`src/rtl/dac_sched_pkg.sv`:
```
// Shared types and constants for the DAC output scheduler.
package dac_sched_pkg;

   localparam int unsigned NUM_SRC  = 3;
   localparam int unsigned SAMPLE_W = 14;
   localparam int unsigned IDX_W    = 2;

   localparam logic [SAMPLE_W-1:0] IDLE_CODE_DFLT = 14'h2000;

   typedef enum logic [1:0] {
      ST_IDLE  = 2'd0,
      ST_BURST = 2'd1,
      ST_GAP   = 2'd2
   } state_e;

   // Index of the set bit in a one-hot requester vector (0 when empty).
   function automatic logic [IDX_W-1:0] oh_to_idx(input logic [NUM_SRC-1:0] oh);
      logic [IDX_W-1:0] idx;
      idx = '0;
      for (int unsigned i = 0; i < NUM_SRC; i++) begin
         if (oh[i]) idx = IDX_W'(i);
      end
      return idx;
   endfunction

endpackage

```
`src/rtl/rr_arbiter.sv`:
```
// Combinational round-robin pick: first requester after last_owner, wrapping.
module rr_arbiter
   import dac_sched_pkg::*;
(
   input  logic [NUM_SRC-1:0] req,
   input  logic [IDX_W-1:0]   last_owner,
   output logic [NUM_SRC-1:0] grant
);

   // Walk candidates from farthest to nearest so the nearest valid one wins.
   always_comb begin
      logic [IDX_W-1:0] idx;
      grant = '0;
      idx   = '0;
      for (int unsigned k = NUM_SRC; k >= 1; k--) begin
         idx = IDX_W'((32'(last_owner) + k) % NUM_SRC);
         if (req[idx]) grant = NUM_SRC'(1) << idx;
      end
   end

endmodule

```
`src/rtl/dac_out_sched.sv`:
```
// Burst scheduler muxing three sample sources onto a single registered DAC port,
// with round-robin ownership, idle-code gaps and a starvation guard.
module dac_out_sched
   import dac_sched_pkg::*;
#(
   parameter int unsigned             BURST_LEN = 64,
   parameter int unsigned             GAP_CYC   = 2,
   parameter logic [SAMPLE_W-1:0]     IDLE_CODE = IDLE_CODE_DFLT
)
(
   input  logic                        clk,
   input  logic                        rst_n,
   input  logic                        en,
   input  logic [NUM_SRC-1:0]          req_valid,
   input  logic [NUM_SRC*SAMPLE_W-1:0] req_data,
   output logic [NUM_SRC-1:0]          req_ready,
   output logic [SAMPLE_W-1:0]         dac_data,
   output logic                        dac_valid,
   output logic [NUM_SRC-1:0]          grant,
   output logic                        burst_done
);

   localparam int unsigned CNT_W = $clog2(BURST_LEN);
   localparam int unsigned GAP_W = 4;

   state_e               state_q, state_d;
   logic [CNT_W-1:0]     cnt_q, cnt_d;
   logic [GAP_W-1:0]     gap_q, gap_d;
   logic [IDX_W-1:0]     last_q, last_d;
   logic [NUM_SRC-1:0]   grant_d;
   logic [SAMPLE_W-1:0]  dac_data_d;
   logic                 dac_valid_d;
   logic                 burst_done_d;

   logic [NUM_SRC-1:0]   arb_grant;
   logic [SAMPLE_W-1:0]  owner_sample;
   logic                 accept;
   logic                 owner_valid;
   logic                 other_valid;
   logic                 end_burst;

   rr_arbiter u_arb (
      .req        (req_valid),
      .last_owner (last_q),
      .grant      (arb_grant)
   );

   assign req_ready   = (state_q == ST_BURST && en) ? grant : '0;
   assign accept      = |(req_valid & req_ready);
   assign owner_valid = |(req_valid & grant);
   assign other_valid = |(req_valid & ~grant);

   // Sample belonging to the current owner.
   always_comb begin
      owner_sample = '0;
      for (int unsigned i = 0; i < NUM_SRC; i++) begin
         if (grant[i]) owner_sample = req_data[i*SAMPLE_W +: SAMPLE_W];
      end
   end

   // Next-state and registered-output logic.
   always_comb begin
      state_d      = state_q;
      cnt_d        = cnt_q;
      gap_d        = gap_q;
      last_d       = last_q;
      grant_d      = grant;
      dac_data_d   = dac_data;
      dac_valid_d  = 1'b0;
      burst_done_d = 1'b0;
      end_burst    = 1'b0;

      if (!en) begin
         state_d    = ST_IDLE;
         grant_d    = '0;
         cnt_d      = '0;
         gap_d      = '0;
         dac_data_d = IDLE_CODE;
      end else begin
         case (state_q)
            ST_IDLE: begin
               dac_data_d = IDLE_CODE;
               if (|req_valid) begin
                  grant_d = arb_grant;
                  cnt_d   = '0;
                  state_d = ST_BURST;
               end
            end
            ST_BURST: begin
               if (accept) begin
                  dac_data_d  = owner_sample;
                  dac_valid_d = 1'b1;
                  cnt_d       = cnt_q + CNT_W'(1);
                  end_burst   = (cnt_q == CNT_W'(BURST_LEN - 1));
               end else if (!owner_valid && other_valid) begin
                  end_burst = 1'b1;
               end
               if (end_burst) begin
                  state_d      = ST_GAP;
                  burst_done_d = 1'b1;
                  last_d       = oh_to_idx(grant);
                  grant_d      = '0;
                  cnt_d        = '0;
                  gap_d        = '0;
               end
            end
            ST_GAP: begin
               dac_data_d = IDLE_CODE;
               if (gap_q == GAP_W'(GAP_CYC - 1)) begin
                  state_d = ST_IDLE;
                  gap_d   = '0;
               end else begin
                  gap_d = gap_q + GAP_W'(1);
               end
            end
            default: begin
               state_d    = ST_IDLE;
               grant_d    = '0;
               dac_data_d = IDLE_CODE;
            end
         endcase
      end
   end

   always_ff @(posedge clk or negedge rst_n) begin
      if (!rst_n) begin
         state_q    <= ST_IDLE;
         cnt_q      <= '0;
         gap_q      <= '0;
         last_q     <= IDX_W'(NUM_SRC - 1);
         grant      <= '0;
         dac_data   <= IDLE_CODE;
         dac_valid  <= 1'b0;
         burst_done <= 1'b0;
      end else begin
         state_q    <= state_d;
         cnt_q      <= cnt_d;
         gap_q      <= gap_d;
         last_q     <= last_d;
         grant      <= grant_d;
         dac_data   <= dac_data_d;
         dac_valid  <= dac_valid_d;
         burst_done <= burst_done_d;
      end
   end

endmodule

```
`config.mk`:
```
export PLATFORM = sky130hd
export DESIGN_NAME = dac_out_sched
export DESIGN_NICKNAME = d
export VERILOG_FILES = /design/src/rtl/dac_sched_pkg.sv /design/src/rtl/rr_arbiter.sv /design/src/rtl/dac_out_sched.sv
export SDC_FILE = /design/constraint.sdc
export NUM_CORES = 1
export LEC_CHECK = 0
export CORE_MARGIN = 1
export CORE_UTILIZATION = 48
export CTS_CLUSTER_DIAMETER = 30
export CTS_CLUSTER_SIZE = 10
export DETAILED_ROUTE_END_ITERATION = 6
export PLACE_DENSITY = 0.88
export SKIP_LAST_GASP = 1
export SYNTH_ARGS = -nofsm -noshare
export SYNTH_HDL_FRONTEND = slang
export SYNTH_HIERARCHICAL = 1
export SYNTH_SLANG_ARGS = --single-unit
```
`constraint.sdc`:
```
create_clock -name clk -period 6 [get_ports clk]
set_clock_uncertainty 0.15 [all_clocks]
set_input_delay 1.2 -clock clk [delete_from_list [all_inputs] [get_ports clk]]
set_output_delay 1.2 -clock clk [all_outputs]
set_load 0.05 [all_outputs]
```
# Word level (Yosys, flattened, before mapping)
# Index checks and enable logic that the tools add are counted.
dict set report word_totals {
  register_bits 33
  output_inout_bits 22
  word_cells 97
}
dict set report classes {
  addsub 5
  n_div 3
  order_cmp 3
  eq_ne 12
  shifts 3
  mux 46
  bitwise_logic 4
  reduce_logical 13
}
# cell count
set ops {}
lappend ops {{$mod A32 B2 Y32 const B} 3}
lappend ops {{$mux W14} 6}
lappend ops {{$mux W6} 4}
lappend ops {{$mux W3} 7}
lappend ops {{$mux W1} 14}
lappend ops {{$mux W4} 3}
lappend ops {{$pmux W6 S2} 1}
lappend ops {{$reduce_and A3 Y1} 4}
lappend ops {{$reduce_or A3 Y1} 4}
lappend ops {{$mux W2} 5}
lappend ops {{$and A3 B3 Y3} 3}
lappend ops {{$lt A2 B3 Y1 const B} 3}
lappend ops {{$ne A3 B3 Y1 const B} 3}
lappend ops {{$pmux W3 S3} 1}
lappend ops {{$shl A1 B2 Y3 const A} 3}
lappend ops {{$pmux W4 S2} 1}
lappend ops {{$add A2 B2 Y3 const B} 2}
lappend ops {{$add A6 B1 Y6 const B} 1}
lappend ops {{$bmux W1 S2} 3}
lappend ops {{$eq A6 B6 Y1 const B} 1}
lappend ops {{$ne A3 B1 Y1 const B} 2}
lappend ops {{$pmux W2 S3} 1}
lappend ops {{$add A4 B1 Y4 const B} 1}
lappend ops {{$eq A4 B1 Y1 const B} 1}
lappend ops {{other kinds (11)} 12}

# Depth between registers and ports, before layout
# Gate-level depths: netlist of run 1.
dict set report logic_depth {
  ltp_word 11
  depth_mapped 8
  mapped_depth_nobuf 7
}

# Hierarchy
# Netlist of run 1, hierarchy kept.
# mod instances cells_each area_per_inst_um2 seq_area_each_um2
set modules_own_cells {}
lappend modules_own_cells {dac_out_sched 1 192 1730.4 828.3}
lappend modules_own_cells {rr_arbiter 1 33 231.5 0.0}

# Worst setup path after synthesis of run 1
# No wires, ideal clock.
dict set report synth_timing {
  path_kind {input port to output port}
  from {input port en}
  to {output port req_ready[1]}
  arrival_time_ps 2253
  t_required_ps 4650
  slack_ps 2397
  stages 3
  n_path_buf 1
  path_cell_list {nand2_1 -> clkbuf_1 -> nor2_1}
}
dict set report synth_via {
  elab_chain_cells 2
}
# element line_no
set synth_lines {}
lappend synth_lines {{start, declared} dac_out_sched.sv:13} ;# input logic en,
lappend synth_lines {{$logic_and A1 B1 Y1} dac_out_sched.sv:48} ;# assign req_ready = (state_q == ST_BURST && en) ? grant : '0;
lappend synth_lines {{$mux W3} dac_out_sched.sv:48}
lappend synth_lines {{end, declared} dac_out_sched.sv:16} ;# output logic [NUM_SRC-1:0] req_ready,
# Every way passes these cells.

# Worst setup path in the final report of run 1
# Same ends and word-level chain as after synthesis.

==> results of run 1 <==
[power groups by stage]
stage	combinational (uW)	clock (uW)	sequential, uW
2_1_floorplan	284	0	319
3_3_place_gp	411	0	300
3_5_place_dp	418	0	301
4_1_cts	423	181	297
5_1_grt	465	192	302
6_report	421	179	297
[per-stage QoR]
| step | instances | util, % | power [uW] |
|---|---|---|---|
| after CTS | 341 | 73.1 | 901 |
| after global placement | 333 | 70.4 | 710 |
| after global routing | 341 | 73.1 | 960 |
| after detailed placement | 333 | 70.4 | 720 |
| final | 341 | 73.1 | 897 |
| after floorplan | 225 | - | 603 |
[final cells by class]
cell class / count / area share, %
inverters: 10 / 1.35
well taps: 48 / 2.16
clock inverters: 1 / 0.180
flip-flops and latches: 33 / 29.8
clock buffers: 7 / 3.47
multi-input cells: 171 / 37.6
repair buffers: 71 / 25.4
[path summary, 6_finish.rpt]
| path | from | to | cells after the start | slack (ns) |
|---|---|---|---|---|
| min in group asynchronous | rst_n | gap_q[2] | 2 | 1.16 |
| setup reg to reg | grant[2] | last_q[0] | 6 | 3.30 |
| hold reg to reg | cnt_q[1] | cnt_q[1] | 2 | 0.36 |
| setup / recovery | en | req_ready[1] | 4 | 1.41 |
| hold / removal | cnt_q[1] | cnt_q[1] | 2 | 0.36 |
| max in group asynchronous | rst_n | last_q[1] | 2 | 4.22 |
[routing by layer]
layer / global-route usage (%) / wire (um) / vias to the layer above
li1: - / - / 958
met1: 30.3 / 2250 / 868
met2: 41.8 / 2280 / 73
met3: 6.38 / 442 / 4
met4: 6.91 / 31 / 0
met5: 0 / 0 / -
[cell families after synthesis]
family / Yosys count / share of synthesized area (%)
XOR/XNOR: 1 / 0.447
adder cells (fa/ha/maj): 7 / 4.46
flip-flops: 33 / 42.2
AND/OR/NAND/NOR: 92 / 21.9
multiplexers: 5 / 2.93
buffers and inverters: 21 / 4.66
AO/OA/AOI/OAI: 66 / 23.4
[synthesized netlist by cell type, types with 2 or more instances]
cell type,count
a21o_1,2
a21oi_1,15
a221oi_1,13
a22o_1,3
a22oi_1,2
a31oi_1,2
and3_1,3
buf_2,4
clkbuf_1,5
dfrtp_1,31
dfstp_2,2
ha_1,7
inv_1,10
mux2_1,2
mux2i_1,2
nand2_1,17
nand2b_1,2
nand3_1,5
nand3b_1,3
nor2_1,35
nor2b_1,3
nor3_1,15
nor3b_1,2
o211ai_1,3
o21ai_0,14
o2bb2ai_1,3
or3_1,2
[sequential cells by signal, summed over array words and instances (netlist names)]
register    count
dac_data       14
cnt_q           6
gap_q           4
grant           3
last_q          2
state_q         2
burst_done      1
dac_valid       1
[worst max-delay path: stages]
cell and delay, ns:
clkdlybuf4s50_1 0.55, nand2_1 0.43, nor2_1 0.23, clkdlybuf4s50_1 0.82
[placed cells by master (no fill, tap or decap), types with 3 or more instances in the layout]
cell type,netlist,routed
o21ai_0,14,14
nor2_1,35,35
dfrtp_1,31,31
nand3_1,5,5
o211ai_1,3,3
ha_1,7,7
nor2b_1,3,3
clkbuf_8,0,7
a22o_1,3,3
nand3b_1,3,3
inv_1,10,10
a221oi_1,13,13
nor3_1,15,15
nand2_1,17,17
clkdlybuf4s50_1,0,69
and3_1,3,3
a21oi_1,15,15
o2bb2ai_1,3,3
==> impl_metrics.csv, run 1 <==
group,metric,value,unit
route,dr_total_vias,1903,
sta,finalCritPeriodShare,76.6,%
route,viasPerCell,5.58,
finish,antenna_cells,0,
sta,setup-tns-final,0,ns
sta,relSlewSlack,33.1,%
route,post-route-drc-count,0,
sta,clock.fmax,218,MHz
finish,drive_above_1_share,6.14,%
route,wl,5.00,mm
synthesis,synth.avg_cell_area,8.72,um^2
place,place.gp.congestion,0.788,
setup_path,path_class,"primary input to output pin",
pwr,power_density,323,nW/um^2
die,core-area,3800,um^2
finish,multi_input_area,1040,um^2
setup_path,startpoint_type,"primary input",
synthesis,synth_edf_count,0,
pwr,pwr-share-clk,20.0,%
place,dpl.hpwl,3.65,mm
die,num_rows,22,
setup_path,worstPathMaxFanout,19,
finish,nFillCells,308,
pwr,p_seq_share,33.1,%
die,top_level_ports,70,
finish,final_area,2780,um^2
route,drtPass1Iterations,4,
sta,slew_viol_final,0,
global_route,grt_overflow,0,
clock_network,clock-sinks,33,
die,initial_core_util,51.6,%
run,cap_violations,0,
route,ant_nets,0,
clock_network,clock_path_buffers,2,
setup_path,arrival,3.24,ns
global_route,antenna_found_initial,0,
sta,period_minus_slack,4.59,ns
pwr,switchingPower,370,uW
clock_network,postCtsHoldBufs,0,
setup_path,cp_data_required_time,4.65,ns
clock_network,cts-resized-gates,0,
die,dieArea,4350,um^2
synthesis,netlist_area,1960,um^2
sta,setup_ws,1.41,ns
synthesis,ys_async_sr_fraction,100,%
pwr,switching_share,41.2,%
synthesis,yosysTopAreaCellShare,39.5,%
clock_network,cts_buffers,5,
clock_network,clk_transition_reported_paths,0.06,ns
finish,seq_area,828,um^2
synthesis,synth_flop_cell,"dfrtp_1",
setup_path,end_kind,"output pin",
place,portBuffers,69,
sta,worst_pin_slew,1.00,ns
sta,hold_violations,0,
global_route,grt_max_degree,34,
die,chipHeight,65.9,um
synthesis,yosysWarnings,6,
synthesis,yosys.cell_types.count,45,
global_route,grt_pass1_vias,1767,
global_route,track_usage,24.5,%
synthesis,syn_inst,225,
route,wl_per_cell,14.6,um
synthesis,synth_seq_area_share,42.2,%
sta,rsz0062_at_grt,"no",
pwr,vdd_drop_max,217,uV
route,drt_iter0_drc,102,
pwr,pwr-share-comb,46.9,%
synthesis,yosys.area.top_type,"dfrtp_1",
pwr,p_leak,0.00115,uW
clock_network,cts.htree.levels,2,
clock_network,worstSkewPairLatency,0.28,ns
synthesis,ys_top_cells_by_area,"dfrtp_1 (40%), nor2_1 (6.7%), a221oi_1 (5.8%)",
synthesis,synth_fp_nets,280,
finish,nets,347,
clock_network,cts_setup_buffers,0,
sta,setup_viol,0,
clock_network,root_buffer,"clkbuf_8",
synthesis,ys_ff_latch,33,
run_status,status,"complete, no violations",
pwr,p_int,528,uW
worst_hold_path,hold_path.class,"flip-flop to flip-flop",
place,place_area,2670,um^2
finish,syn2layout_area_growth,41.5,%
place,dp_slack,1.43,ns
global_route,grt_first_pass_wirelength,8.09,mm
sta,hold_ws,0.365,ns
clock_network,cts_tree,"built",
die,die_x,65.9,um
Note: power is estimated with default switching activity, not from simulation.
==> inputs of run 2 (changes only) <==
CORE_UTILIZATION = 45   (was 48)
PLACE_DENSITY = 0.83   (was 0.88)
clock period = 4.8 ns   (was 6 ns; I/O delays follow)
==> run 2 against run 1 <==
  * Register-to-register slack worse by 1.2 ns
  * Sequential cell count is the same
  * Sequential power increased by 25%
  * Setup slack worse by 0.57 ns
  * Utilization decreased by 4.1 points
  * Routed wire length grew 2.9%
  * Hold slack better by 0.0034 ns
  * Non-clock buffer count grew 1
  * Highest routed layer unchanged
==> impl_metrics.csv, run 2 (synthesized netlist as in run 1, its figures left out) <==
group,metric,value,unit
sta,hold_ws,0.368,ns
clock_network,clk_transition_reported_paths,0.06,ns
global_route,grt_first_pass_wirelength,7.94,mm
clock_network,cts.htree.levels,2,
route,viasPerCell,5.67,
clock_network,cts_tree,"built",
global_route,grt_overflow,0,
finish,final_cell_mix,"clkdlybuf4s50_1 (69), nor2_1 (35), dfrtp_1 (31)",
setup_path,cp_data_required_time,3.69,ns
clock_network,clock_path_buffers,2,
die,core-area,4090,um^2
worst_hold_path,min_to,"dac_data[11]",
clock_network,clock-sinks,33,
finish,drive_above_1_share,6.46,%
clock_network,worstSkewPairLatency,0.29,ns
finish,antenna_cells,0,
route,wl,5.14,mm
sta,relSlewSlack,34.1,%
finish,reg_top3,"dac_data: 14 flops, cnt_q: 6 flops, gap_q: 4 flops",
route,dr_total_vias,1952,
finish,nets,348,
setup_path,r2r-end,"last_q[0]",
die,top_level_ports,70,
sta,finalCritPeriodShare,82.6,%
run_status,status,"complete, no violations",
setup_path,critPathMostFrequentCell,"clkdlybuf4s50_1",
run,cap_violations,0,
place,portBuffers,69,
global_route,antenna_found_initial,0,
setup_path,worstPathMaxFanout,13,
pwr,vdd_drop_max,371,uV
clock_network,cts-resized-gates,0,
finish,mostFrequentLayoutCell,"clkdlybuf4s50_1",
die,initial_core_util,48.0,%
route,post-route-drc-count,0,
setup_path,arrival,2.85,ns
setup_path,path_class,"primary input to output pin",
sta,setup_viol,0,
clock_network,root_buffer,"clkbuf_8",
route,drt_iter0_drc,95,
place,place.gp.congestion,0.867,
clock_network,postCtsHoldBufs,0,
setup_path,reg2regPathDepth,6,
setup_path,startpoint,"en",
worst_hold_path,whs_path_depth,2,
place,dp_slack,0.828,ns
sta,clock.fmax,252,MHz
place,dp.cells,336,
route,drtPass1Iterations,5,
place,dpl.hpwl,3.82,mm
route,ant_nets,0,
sta,rsz0062_at_grt,"no",
setup_path,worst-path-buf-inv,2,
sta,setup_ws,0.837,ns
route,wl_per_cell,14.9,um
global_route,grt_max_degree,34,
setup_path,r2r-start,"grant[2]",
pwr,p_leak,0.00117,uW
worst_hold_path,hold_path.class,"flip-flop to flip-flop",
sta,worst_pin_slew,0.987,ns
setup_path,max_stage_delay,0.82,ns
sta,setup-tns-final,0,ns
sta,slew_viol_final,0,
setup_path,startpoint_type,"primary input",
die,chipHeight,68.0,um
die,num_rows,23,
setup_path,ff2ff_setup_slack,2.11,ns
global_route,grt_pass1_vias,1770,
finish,syn2layout_area_growth,43.6,%
finish,largest_register_ffs,14,
clock_network,cts_buffers,5,
sta,period_minus_slack,3.96,ns
finish,regMostFlops,"dac_data",
setup_path,cp_top_family,"buffers and inverters",
worst_hold_path,min_from,"dac_data[11]",
setup_path,crit_path_top_delay_cell,"clkdlybuf4s50_1",
global_route,track_usage,23.3,%
die,dieArea,4630,um^2
clock_network,cts_setup_buffers,0,
setup_path,crit_chain,"clkdlybuf4s50_1 -> nand2_1 -> nor2_1 -> clkdlybuf4s50_1",
die,die_x,68.0,um
sta,hold_violations,0,
pwr,power_density,430,nW/um^2
finish,instances_no_fill,344,
setup_path,end_kind,"output pin",
## run 2: changes by cell type in the layout (fill, tap and decap cells not counted), sizes merged
cell	delta
bufinv	+2
clkbuf	-2
buf	+1
## run 2: how the worst max path moves through the flow
stage | cells past startpoint | to | slack (ns)
after floorplan | 3 | req_ready[1] | 1.68
after global placement | 4 | req_ready[2] | 0.83
after detailed placement | 4 | req_ready[2] | 0.83
after CTS | 4 | req_ready[2] | 0.81
after global routing | 4 | req_ready[2] | 0.72
final | 4 | req_ready[2] | 0.84
## run 2: routing by layer
| metal | GRT usage [%] | wire [um] | vias up |
|---|---|---|---|
| li1 | - | - | 958 |
| met1 | 27.7 | 2200 | 908 |
| met2 | 38.2 | 2350 | 77 |
| met3 | 7.67 | 516 | 9 |
| met4 | 10.2 | 76 | 0 |
| met5 | 0 | 0 | - |
## run 2: through the flow
stage / utilization (%) / instance area, um^2 / power [uW]
6_report: 69.0 / 2820 / 1210
2_1_floorplan: - / 1960 / 754
3_5_place_dp: 65.7 / 2680 / 905
4_1_cts: 69.0 / 2820 / 1220
3_3_place_gp: 65.7 / 2680 / 893
5_1_grt: 69.0 / 2820 / 1290
## run 2: tightest hold or removal path, stage by stage, from the launching register on
cell and delay (ns):
dfrtp_1 0.34, a21oi_1 0.06, nor2_1 0.08
## run 2: cell type report
type                            instances  area [um^2]
Clock buffer                            5         68.8
Multi-Input combinational cell        171         1040
Inverter                               10         37.5
Timing Repair Buffer                   72          713
Clock inverter                          3         65.1
Sequential cell                        33          828
Tap cell                               50         62.6
Fill cell                             340         1270
## run 2: where the power goes
group / switching, uW / leakage, uW / internal (uW)
combinational: 313 / 0.000651 / 220
clock: 99.8 / 0.0000681 / 206
sequential: 59.5 / 0.000449 / 313
==> inputs of run 3 (changes only) <==
CORE_UTILIZATION = 41   (was 45)
PLACE_DENSITY = 0.8   (was 0.83)
clock period = 3.4 ns   (was 4.8 ns; I/O delays follow)
==> run 3 against run 2 <==
  * The run now ends with design-rule violations left
  * Routed wire length rose by 5.7%
  * Count of clock-buffer cells in the layout is the same
  * Sequential cell count unchanged
  * Clock power shrank 5%
  * Non-clock buffer count grew 4
  * Critical path type is now primary input to flip-flop
==> impl_metrics.csv, run 3 (synthesized netlist as in run 1, its figures left out) <==
group,metric,value,unit
sta,hold_ws,0.366,ns
place,place.gp.congestion,0.882,
pwr,p_int,916,uW
clock_network,worstSkewPairLatency,0.29,ns
place,dpl.hpwl,3.98,mm
setup_path,arrival,2.82,ns
global_route,track_usage,22.5,%
finish,antenna_cells,0,
sta,relSlewSlack,57.9,%
finish,final_cell_mix,"clkdlybuf4s50_1 (66), nor2_1 (35), dfrtp_1 (31)",
pwr,switchingPower,686,uW
clock_network,postCtsHoldBufs,0,
pwr,p_seq_share,30.9,%
route,drt_iter0_drc,149,
setup_path,cp_data_required_time,3.44,ns
sta,period_minus_slack,2.78,ns
sta,clock.fmax,360,MHz
pwr,p_leak,0.00118,uW
pwr,pwr-share-comb,51.0,%
die,initial_core_util,43.8,%
sta,worst_pin_slew,0.632,ns
setup_path,startpoint_type,"primary input",
global_route,grt_pass1_vias,1919,
pwr,vdd_drop_max,255,uV
finish,nFillCells,391,
die,core-area,4470,um^2
place,portBuffers,69,
finish,regMostFlops,"dac_data",
finish,nets,352,
clock_network,clock-sinks,33,
sta,rsz0062_at_grt,"no",
pwr,pwr-share-clk,18.1,%
route,wl,5.43,mm
die,top_level_ports,70,
clock_network,cts.htree.levels,2,
route,dr_total_vias,2015,
pwr,power_density,568,nW/um^2
sta,setup_viol,0,
finish,syn2layout_area_growth,43.7,%
run_status,status,"finished with violations",
setup_path,worstPathMaxFanout,8,
die,num_rows,24,
sta,finalCritPeriodShare,81.7,%
sta,setup-tns-final,0,ns
finish,drive_above_1_share,8.72,%
global_route,grt_max_degree,34,
global_route,grt_overflow,0,
worst_hold_path,hold_path.class,"flip-flop to flip-flop",
route,ant_nets,0,
route,drtPass1Iterations,7,
run_status,violations,"design-rule violations",
finish,largest_register_ffs,14,
route,viasPerCell,5.76,
die,chipHeight,71.2,um
sta,hold_violations,0,
run,cap_violations,0,
route,post-route-drc-count,13,
clock_network,clk_transition_reported_paths,0.07,ns
finish,fin_util,63.0,%
clock_network,cts_setup_buffers,0,
die,dieArea,5070,um^2
setup_path,end_kind,"flip-flop",
die,die_x,71.2,um
route,wl_per_cell,15.5,um
finish,mostFrequentLayoutCell,"clkdlybuf4s50_1",
finish,reg_top3,"dac_data: 14 flops, cnt_q: 6 flops, gap_q: 4 flops",
pwr,switching_share,42.8,%
clock_network,cts_buffers,5,
setup_path,path_class,"primary input to flip-flop",
clock_network,root_buffer,"clkbuf_8",
sta,slew_viol_final,0,
clock_network,clock_path_buffers,2,
global_route,grt_first_pass_wirelength,8.91,mm
global_route,antenna_found_initial,0,
clock_network,cts-resized-gates,0,
clock_network,cts_tree,"built",
## run 3: changes by cell type in the layout (fill, tap and decap cells not counted), sizes merged
cell	change
clkinv	+1
clkdlybuf4s50	-3
buf	+7
clkinvlp	+1
bufinv	-2
## run 3: power by group through the flow
stage          Combinational, uW  Clock [uW]  Sequential (uW)
2_1_floorplan                501           0              563
4_1_cts                      815         294              496
3_3_place_gp                 801           0              499
5_1_grt                      892         312              501
6_report                     817         290              495
3_5_place_dp                 812           0              502
## run 3: critical path: stages
cell,delay [ns]
clkdlybuf4s50_1,0.53
a222oi_1,0.66
or3_1,0.25
a21boi_2,0.26
nand3_1,0.16
o311ai_2,0.28
## run 3: metrics by stage
stage                     std cells  power (uW)  area, um^2  setup slack [ns]
after floorplan                 225        1060        1960             0.597
after global placement          342        1300        2730             0.469
after detailed placement        342        1310        2730             0.368
after CTS                       350        1600        2820             0.665
after global routing            350        1700        2820             0.518
final                           350        1600        2820             0.621
## run 3: worst paths after layout
check	start	slack [ns]	endpoint	depth (start not counted)
worst max-delay path	req_valid[1]	0.62	cnt_q[5]	6
worst min-delay path	cnt_q[1]	0.37	cnt_q[1]	2
worst max register to register	grant[1]	1.09	cnt_q[5]	5
worst min register to register	cnt_q[1]	0.37	cnt_q[1]	2
max in group asynchronous	rst_n	2.13	last_q[1]	2
min in group asynchronous	rst_n	0.64	gap_q[3]	2
## run 3: layout make-up
cell class                 count  area (um^2)  share of cell area [%]
inverter                      10         37.5                    1.33
tap                           52         65.1                    2.31
timing repair buffer          76          761                    27.0
multi-input combinational    171         1040                    37.0
sequential                    33          828                    29.4
clock inverter                 3         17.5                   0.621
clock buffer                   5         68.8                    2.44
## run 3: routing by layer
metal	track usage [%]	wire length, um	up-vias
met5	0	0	-
met4	8.44	85	0
met3	5.84	540	8
met2	36.7	2460	103
met1	28.6	2350	943
li1	-	-	961
